$ cat src/rtl/regfile_dump_reader.sv
// regfile_dump_reader: after a start pulse, reads every register through one
// combinational register-file read port and streams it out as (address, data)
// beats on a valid/ready handshake. Each word is captured when it is read, so
// a beat stays unchanged while it waits for ready, even if the register file
// is written meanwhile.
// Optional build macro REGFILE_DUMP_SKIP_R0_EN: the walk starts at address 1
// and never reads or emits the hard-wired zero register.
module regfile_dump_reader #(
  parameter int NUM_REGS = 32,
  parameter int WIDTH    = 32,
  parameter int ADDR_W   = 5
) (
  input  logic              clk,
  input  logic              reset,
  input  logic              start,
  output logic              busy,
  output logic              done,
  output logic [ADDR_W-1:0] rf_rd_addr,
  input  logic [WIDTH-1:0]  rf_rd_data,
  output logic              out_valid,
  input  logic              out_ready,
  output logic [ADDR_W-1:0] out_addr,
  output logic [WIDTH-1:0]  out_data
);

  typedef enum logic [1:0] {
    IDLE,
    READ,
    SEND,
    DONE
  } state_t;

`ifdef REGFILE_DUMP_SKIP_R0_EN
  localparam logic [ADDR_W-1:0] FIRST_ADDR = ADDR_W'(1);
`else
  localparam logic [ADDR_W-1:0] FIRST_ADDR = ADDR_W'(0);
`endif
  localparam logic [ADDR_W-1:0] LAST_ADDR = ADDR_W'(NUM_REGS - 1);

  state_t            state;
  state_t            state_next;
  logic [ADDR_W-1:0] counter;
  logic              handshake;

  assign handshake  = out_valid && out_ready;
  assign rf_rd_addr = counter;
  assign busy       = (state != IDLE);
  assign done       = (state == DONE);

  // State register; reset abandons any dump in progress.
  always_ff @(posedge clk) begin
    if (reset) state <= IDLE;
    else       state <= state_next;
  end

  // Next-state logic: one read cycle, then hold in SEND until the beat is taken.
  always_comb begin
    state_next = state;
    unique case (state)
      IDLE: if (start) state_next = READ;
      READ: state_next = SEND;
      SEND: if (handshake) state_next = (counter == LAST_ADDR) ? DONE : READ;
      DONE: state_next = IDLE;
      default: state_next = IDLE;
    endcase
  end

  // Address walk and beat snapshot; the counter stops at the last address.
  always_ff @(posedge clk) begin
    if (reset) begin
      counter   <= FIRST_ADDR;
      out_valid <= 1'b0;
      out_addr  <= '0;
      out_data  <= '0;
    end else begin
      unique case (state)
        IDLE: if (start) counter <= FIRST_ADDR;
        READ: begin
          out_data  <= rf_rd_data;
          out_addr  <= counter;
          out_valid <= 1'b1;
        end
        SEND: if (handshake) begin
          out_valid <= 1'b0;
          if (counter != LAST_ADDR) counter <= counter + ADDR_W'(1);
        end
        DONE: counter <= FIRST_ADDR;
        default: counter <= FIRST_ADDR;
      endcase
    end
  end

endmodule

$ cat config.mk
export PLATFORM = sky130hd
export DESIGN_NAME = regfile_dump_reader
export DESIGN_NICKNAME = d
export VERILOG_FILES = /design/src/rtl/regfile_dump_reader.sv
export SDC_FILE = /design/constraint.sdc
export NUM_CORES = 1
export LEC_CHECK = 0
export BUFFER_PORTS_ARGS = -buffer_cell sky130_fd_sc_hd__buf_2
export CAP_MARGIN = 40
export CORE_MARGIN = 10
export CORE_UTILIZATION = 45
export CTS_CLUSTER_SIZE = 40
export DETAILED_ROUTE_END_ITERATION = 10
export PLACE_DENSITY = 0.78
export SLEW_MARGIN = 40
export SYNTH_ARGS = -nofsm -noshare
export SYNTH_HDL_FRONTEND = slang
export SYNTH_SLANG_ARGS = --single-unit
$ cat constraint.sdc
create_clock -name clk -period 4.9 [get_ports clk]
set_input_delay 0.98 -clock clk [delete_from_list [all_inputs] [get_ports clk]]
set_output_delay 0.98 -clock clk [all_outputs]
set_load 0.01 [all_outputs]
==> impl_results.md, run 1 <==
- Die height: 82.1 um
- Largest net degree at the start of global routing: 48
- Vias in the first global route: 1439
- Initial antenna violation count: 0
- First-pass GRT wire length: 6.69 mm
- RSZ-0062 raised after global routing: false
- Tmin final: approximately 2.1 ns
- WL final: 4.41 mm
- Crit path DAT: 1.13 ns
- Hold_sp: out_data[9]
- CTS clock-pin slew for the worst setup and hold paths: ~0.070 ns
- Total Neg Setup Slack: 0 ns
- Wire per inst: around 13 um
- I/O Buffers: 80
- Grt total ovfl: 0
- Rows: 22
- Final worst path period share: 0.431
- Syn nets: 251
- Yosys reg bits: 45
- Post-Syn Area: 0.00174 mm2
- Commonest non-fill, non-tap cell in the layout: buf_2
- Antenna viol nets, final: 0
- # setup viols final: 0
- Final-report hold violation count: 0
- Maximum fanout along the worst path: 11
- Drt pass-1 iters: 4
- DRC violations left: 0
- Critical path type: reg2out
- Synth Warn #: 0
- I/O pin total: 81
- Final clock skew: 0.00911 ns
- Die width: ~82 um
- Family with the most delay on the worst path: flip-flops
- Final nets: 326
- Initial core utilization: 0.471
- Antenna diodes: 0
- Finished Cell Area: 0.00225 mm2
- Worst Path Required: 3.92 ns
- Rel. slew slack: 0.649
- Tot Pwr: 0.741 mW
- Status: finished clean
- Largest stage delay, worst path: 0.40 ns
- Max cap viols: 0
- Hold_buf cts: 0
- Worst Hold Endpoint: out_data[9]
- Area grow syn2layout: 29.4%
- Worst skew pair latency: 0.29 ns
- Post-Syn Instances: 213
- Slew of the pin with the lowest slew margin: 0.526 ns
- Max Freq: 473 MHz
- Levels on crit path: 2
- CTS max path bufs: 2
- Gr usage total: 0.125
- Worst path bufs/invs: 1
- H-Tree Depth: 2
- Crit path launch: state[0]
- Final core utilization: 0.609
- Hold path depth: 2
- RD Place Congestion: 0.772
- Hold WC Path Type: reg2reg
- Hpwl dp: 3.34 mm
- CTS Root Cell: clkbuf_8
- Worst reg2reg path depth: 6
- Slowest CP cell: dfxtp_1
- R2R setup slack: 2.95 ns
- CP Launch Type: flip-flop
- Crit end category: output pin
- Critical path cell sequence: or2_2 -> buf_2
- Peak VDD IR: 0.000205 V
- DR vias: 1602
- Slew Limit Fails: 0
- DIE AREA: 0.00674 mm2
- Worst slack, placed: 2.47 ns
- Sequential element share of the synthesized area: 0.519
- PwrDens: 330 mW/mm2
- Placed cell areas: 0.00214 mm2
- CTS Buf Count: 5
- Post_cts resized: 0
- Commonest cells after routing, fill and taps aside: buf_2 (79), nand2_1 (75), dfxtp_1 (45)
- Layout cells sized above 1: 0.323
- Fill cells: 350
- Worst r2r dst: rf_rd_addr[3]
- CTS tree: built
- Fin worst setup slack: 2.79 ns
- First-iteration detailed-routing DRC count: 64
- Core area: 0.00369 mm2
- Number of distinct library cells after synthesis: 30
- Via density: 4.77
- Leak: 1.05 nW
- Syn avg cell area: 8.15 um2
- Clk sink count: 45
- Reg-to-reg critical path startpoint: rf_rd_addr[0]
- Setup bufs post-CTS: 0
[sequential cells by signal (all words and copies together), names as in the netlist]
signal	cells
out_addr	5
out_data	32
out_valid	1
rf_rd_addr	5
state	2
[area by class of cell]
class / instances / area, um2 / share of cell area
flip-flops and latches: 45 / 901 / 0.401
multi-input cells: 151 / 753 / 0.335
repair buffers: 82 / 418 / 0.186
clock buffers: 5 / 68.8 / 0.0306
well taps: 48 / 60.1 / 0.0267
clock inverters: 2 / 35.0 / 0.0156
inverters: 3 / 11.3 / 0.00501
[kinds of logic after synthesis]
logic type / count (synthesis) / synth area share
AOI/OAI and AO/OA: 45 / 0.144
adders and majority gates: 2 / 0.0144
buffers and inverters: 17 / 0.0476
DFF: 45 / 0.519
muxes: 2 / 0.0115
and+or+nand+nor: 102 / 0.264
[report_power, final]
part	switching, mW	leakage, nW	internal, mW
logic	0.0527	0.635	0.0393
registers	0.00968	0.366	0.381
clock network	0.111	0.0540	0.148
total	0.173	1.05	0.568
[cell usage after synthesis (all sizes together)]
library cell   n  share of area
inv            3         0.0065
clkbuf         6          0.013
and4           1         0.0050
and2           1         0.0036
mux2i          2          0.012
dfxtp         45           0.52
nand2         75           0.16
nand3b         2         0.0086
buf            8          0.028
nor2           3         0.0065
nor3           3         0.0086
and3           3          0.011
or2b           1         0.0043
and3b          1         0.0050
and2b          2         0.0086
a22o           1          0.010
nor4           1         0.0036
a21oi         41           0.12
o41ai          1         0.0050
a31o           1         0.0050
a311o          1         0.0058
nor4b          1         0.0050
ha             2          0.014
nand4          1         0.0036
nand2b         4          0.019
or2            1         0.0036
nand3          2         0.0058
[worst min-delay path, stage by stage, from the launching register on]
cell and delay, ns:
dfxtp_1 0.31, nand2_1 0.05, a21oi_1 0.05
[stage by stage]
step | hold WS, ns | std cells
after floorplan | 0.481 | 213
after global placement | 0.438 | 329
after CTS | 0.454 | 336
final | 0.451 | 336
after global routing | 0.470 | 336
after detailed placement | 0.444 | 329
[how the worst max path moves through the flow]
| stage | end | slack, ns |
|---|---|---|
| after floorplan | rf_rd_addr[3] | 3.05 |
| after global placement | rf_rd_addr[3] | 2.46 |
| after detailed placement | rf_rd_addr[3] | 2.47 |
| after CTS | busy | 2.77 |
| after global routing | busy | 2.72 |
| final | busy | 2.79 |
[routing by layer]
layer	vias up	GRT usage	wire length, um
li1	846	-	-
met4	0	0.0357	38
met3	6	0.0626	468
met2	48	0.198	2100
met5	-	0	0
met1	702	0.148	1810
(Power assumes the default switching activity.)
==> inputs of run 2 (changes only) <==
- CORE_UTILIZATION: 45 -> 41
- PLACE_DENSITY: 0.78 -> 0.75
- clock period: 4.9 -> 1.74 ns (I/O delays scaled with it)
==> run 2 against run 1 <==
Non-clock buffer count is 6 higher. Register-to-register slack lost 2.9 ns. Largest power group unchanged. Via count grew 4.1%. Final cell count grew 2.4%. First-iteration DRC count is 63% higher. Die area up 7.3%. Routed wire length increased by 5.9%.
==> impl_results.md, run 2 (same netlist as run 1, synthesis figures left out) <==
- Rows: 23 (+4.5%)
- Worst skew pair latency: 0.29 ns (about the same)
- Maximum fanout along the worst path: 5 (-6)
- Tmin final: between 1.5 and 2 ns
- Die width: 85.1 um (+3.6%)
- Placed cell areas: 0.00221 mm2 (+3.3%)
- Final clock skew: 0.00371 ns (-0.00540 ns)
- CTS clock-pin slew for the worst setup and hold paths: 0.08 ns (about the same)
- Tot Pwr: 1.96 mW (+170%)
- Max Freq: 589 MHz
- Antenna viol nets, final: 0 (unchanged)
- Non-Filler Instances: 344 (+2.4%)
- Hold WC Path Type: in2reg
- Antenna diodes: 0 (unchanged)
- Family with the most delay on the worst path: compound AO/OA/AOI/OAI gates
- First-iteration detailed-routing DRC count: 104 (+63%)
- CP Launch Type: flip-flop
- Largest Register: out_data
- Multi-input logic area: 790 um2 (+4.8%)
- Sequential Area: 908 um2 (+0.83%)
- Die height: 85.1 um (+3.6%)
- PwrDens: 846 mW/mm2 (+160%)
- Critical path type: reg2reg
- Slew Limit Fails: 0 (unchanged)
- Slowest CP cell: dfxtp_4
- Via density: 4.85 (+1.6%)
- CTS max path bufs: 2 (unchanged)
- WL final: 4.67 mm (+5.9%)
- Leak: 1.07 nW (+1.3%)
- Int Pwr: 1.47 mW (+160%)
- Peak VDD IR: 0.000494 V (+140%)
- Vias in the first global route: 1600 (+11%)
- Gr usage total: 0.124 (-0.00126)
- Commonest cells after routing, fill and taps aside: buf_2 (80), nand2_1 (75), dfxtp_1 (43)
- First-pass GRT wire length: 7.54 mm (+13%)
- CTS tree: built
- Core area: 0.00406 mm2 (+10%)
- # setup viols final: 0 (unchanged)
- Clk sink count: 45 (unchanged)
- Initial core utilization: 0.428 (-0.0428)
- Initial antenna violation count: 0 (unchanged)
- RD Place Congestion: 0.819 (+6.1%)
- Wire per inst: 13.6 um (+3.5%)
- Total Neg Setup Slack: 0 ns (unchanged)
- Combinational power share: 0.141 (+0.017)
- I/O Buffers: 80 (unchanged)
- Final nets: 332 (+1.8%)
- Clock power share: 0.302 (-0.047)
- Worst path bufs/invs: 0 (-1)
- Crit end category: flip-flop
- Sw Ratio: 0.254 (+0.0208)
- Fill cells: 396 (+13%)
- Crit path DAT: 1.88 ns (+0.75 ns)
- DIE AREA: 0.00724 mm2 (+7.3%)
- Status: finished clean
- Rel. slew slack: 0.751 (+0.102)
- RSZ-0062 raised after global routing: true
- H-Tree Depth: 2 (unchanged)
- Drt pass-1 iters: 4 (unchanged)
- Hpwl dp: 3.41 mm (+2.2%)
- CP most frequent cell: ha_4
- Grt total ovfl: 0 (unchanged)
- Slew of the pin with the lowest slew margin: 0.374 ns (-0.153 ns)
- Max cap viols: 0 (unchanged)
- Max reg flops: 32 (unchanged)
- Switching pwr: 0.500 mW (+190%)
- Layout cells sized above 1: 0.354 (+0.0308)
- Inst Count DP: 336 (+2.1%)
- I/O pin total: 81 (unchanged)
- Largest stage delay, worst path: 0.37 ns (-0.03 ns)
- DR vias: 1667 (+4.1%)
- Largest net degree at the start of global routing: 38 (-21%)
- DRC violations left: 0 (unchanged)
- Seq pwr share: 0.557 (+0.030)
- Final-report hold violation count: 0 (unchanged)
- CTS Root Cell: clkbuf_8
- Critical path cell sequence: ha_4 -> and3_4 -> ha_4 -> nand3b_1 -> a22o_4 -> a311o_1
- Commonest non-fill, non-tap cell in the layout: buf_2
- CTS Buf Count: 5 (unchanged)
- Worst Path Required: 1.92 ns (-2.00 ns)
- Area grow syn2layout: 33.7%
- Finished Cell Area: 0.00232 mm2 (+3.3%)
- Final worst path period share: 0.976
run 2: cell count changes in the layout (fill, tap and decap cells not counted), moves of 2 or more:
cell / change
buf_4: +4
dfxtp_1: -2
dfxtp_4: +2
ha_1: -2
ha_4: +2
run 2: final cells by class:
| class | count | share of cell area |
|---|---|---|
| clock buffer | 6 | 0.0312 |
| tap | 50 | 0.0269 |
| timing repair buffer | 88 | 0.204 |
| multi-input combinational | 151 | 0.340 |
| clock inverter | 1 | 0.00216 |
| inverter | 3 | 0.00485 |
| sequential | 45 | 0.391 |
run 2: worst paths after layout:
path | startpoint | end | slack [ns] | depth (start not counted)
worst max register to register | rf_rd_addr[1] | rf_rd_addr[3] | 0.04 | 6
worst min register to register | out_data[28] | out_data[28] | 0.45 | 2
worst max-delay path | rf_rd_addr[1] | rf_rd_addr[3] | 0.04 | 6
worst min-delay path | rf_rd_data[26] | out_data[26] | 0.29 | 3
run 2: routing by layer:
layer  routed length [um]  up-vias  global-route usage
li1                     -      861                   -
met1                 2070      744               0.146
met2                 2120       54               0.193
met3                  416        8              0.0641
met4                   64        0              0.0359
met5                    0        -                   0
run 2: repair_timing:
action                                  4_1_cts  5_1_grt
hold buffers                                  0        0
buffers inserted                              0        1
resized for setup                             1        4
pin swaps                                     0        1
endpoints found under the setup margin        1        4
run 2: power groups by stage:
stage,clock network [mW],registers [mW],logic (mW)
2_1_floorplan,0,1.14,0.142
3_3_place_gp,0,1.12,0.278
3_5_place_dp,0,1.12,0.280
4_1_cts,0.621,1.10,0.282
5_1_grt,0.666,1.10,0.311
6_report,0.593,1.10,0.277
run 2: stage by stage:
step                      worst slack, ns  hold slack, ns   util
after floorplan                   0.00204           0.481      -
after global placement             0.0354           0.439  0.545
after detailed placement           0.0149           0.443  0.545
after CTS                         0.00292           0.276  0.566
after global routing              -0.0283           0.270  0.572
final                              0.0420           0.289  0.572
run 2: worst reg2reg max path, cell delays in order (launching register included):
cell and delay (ns):
dfxtp_4 0.37, ha_4 0.16, and3_4 0.18, ha_4 0.15
nand3b_1 0.18, a22o_4 0.25, a311o_1 0.30
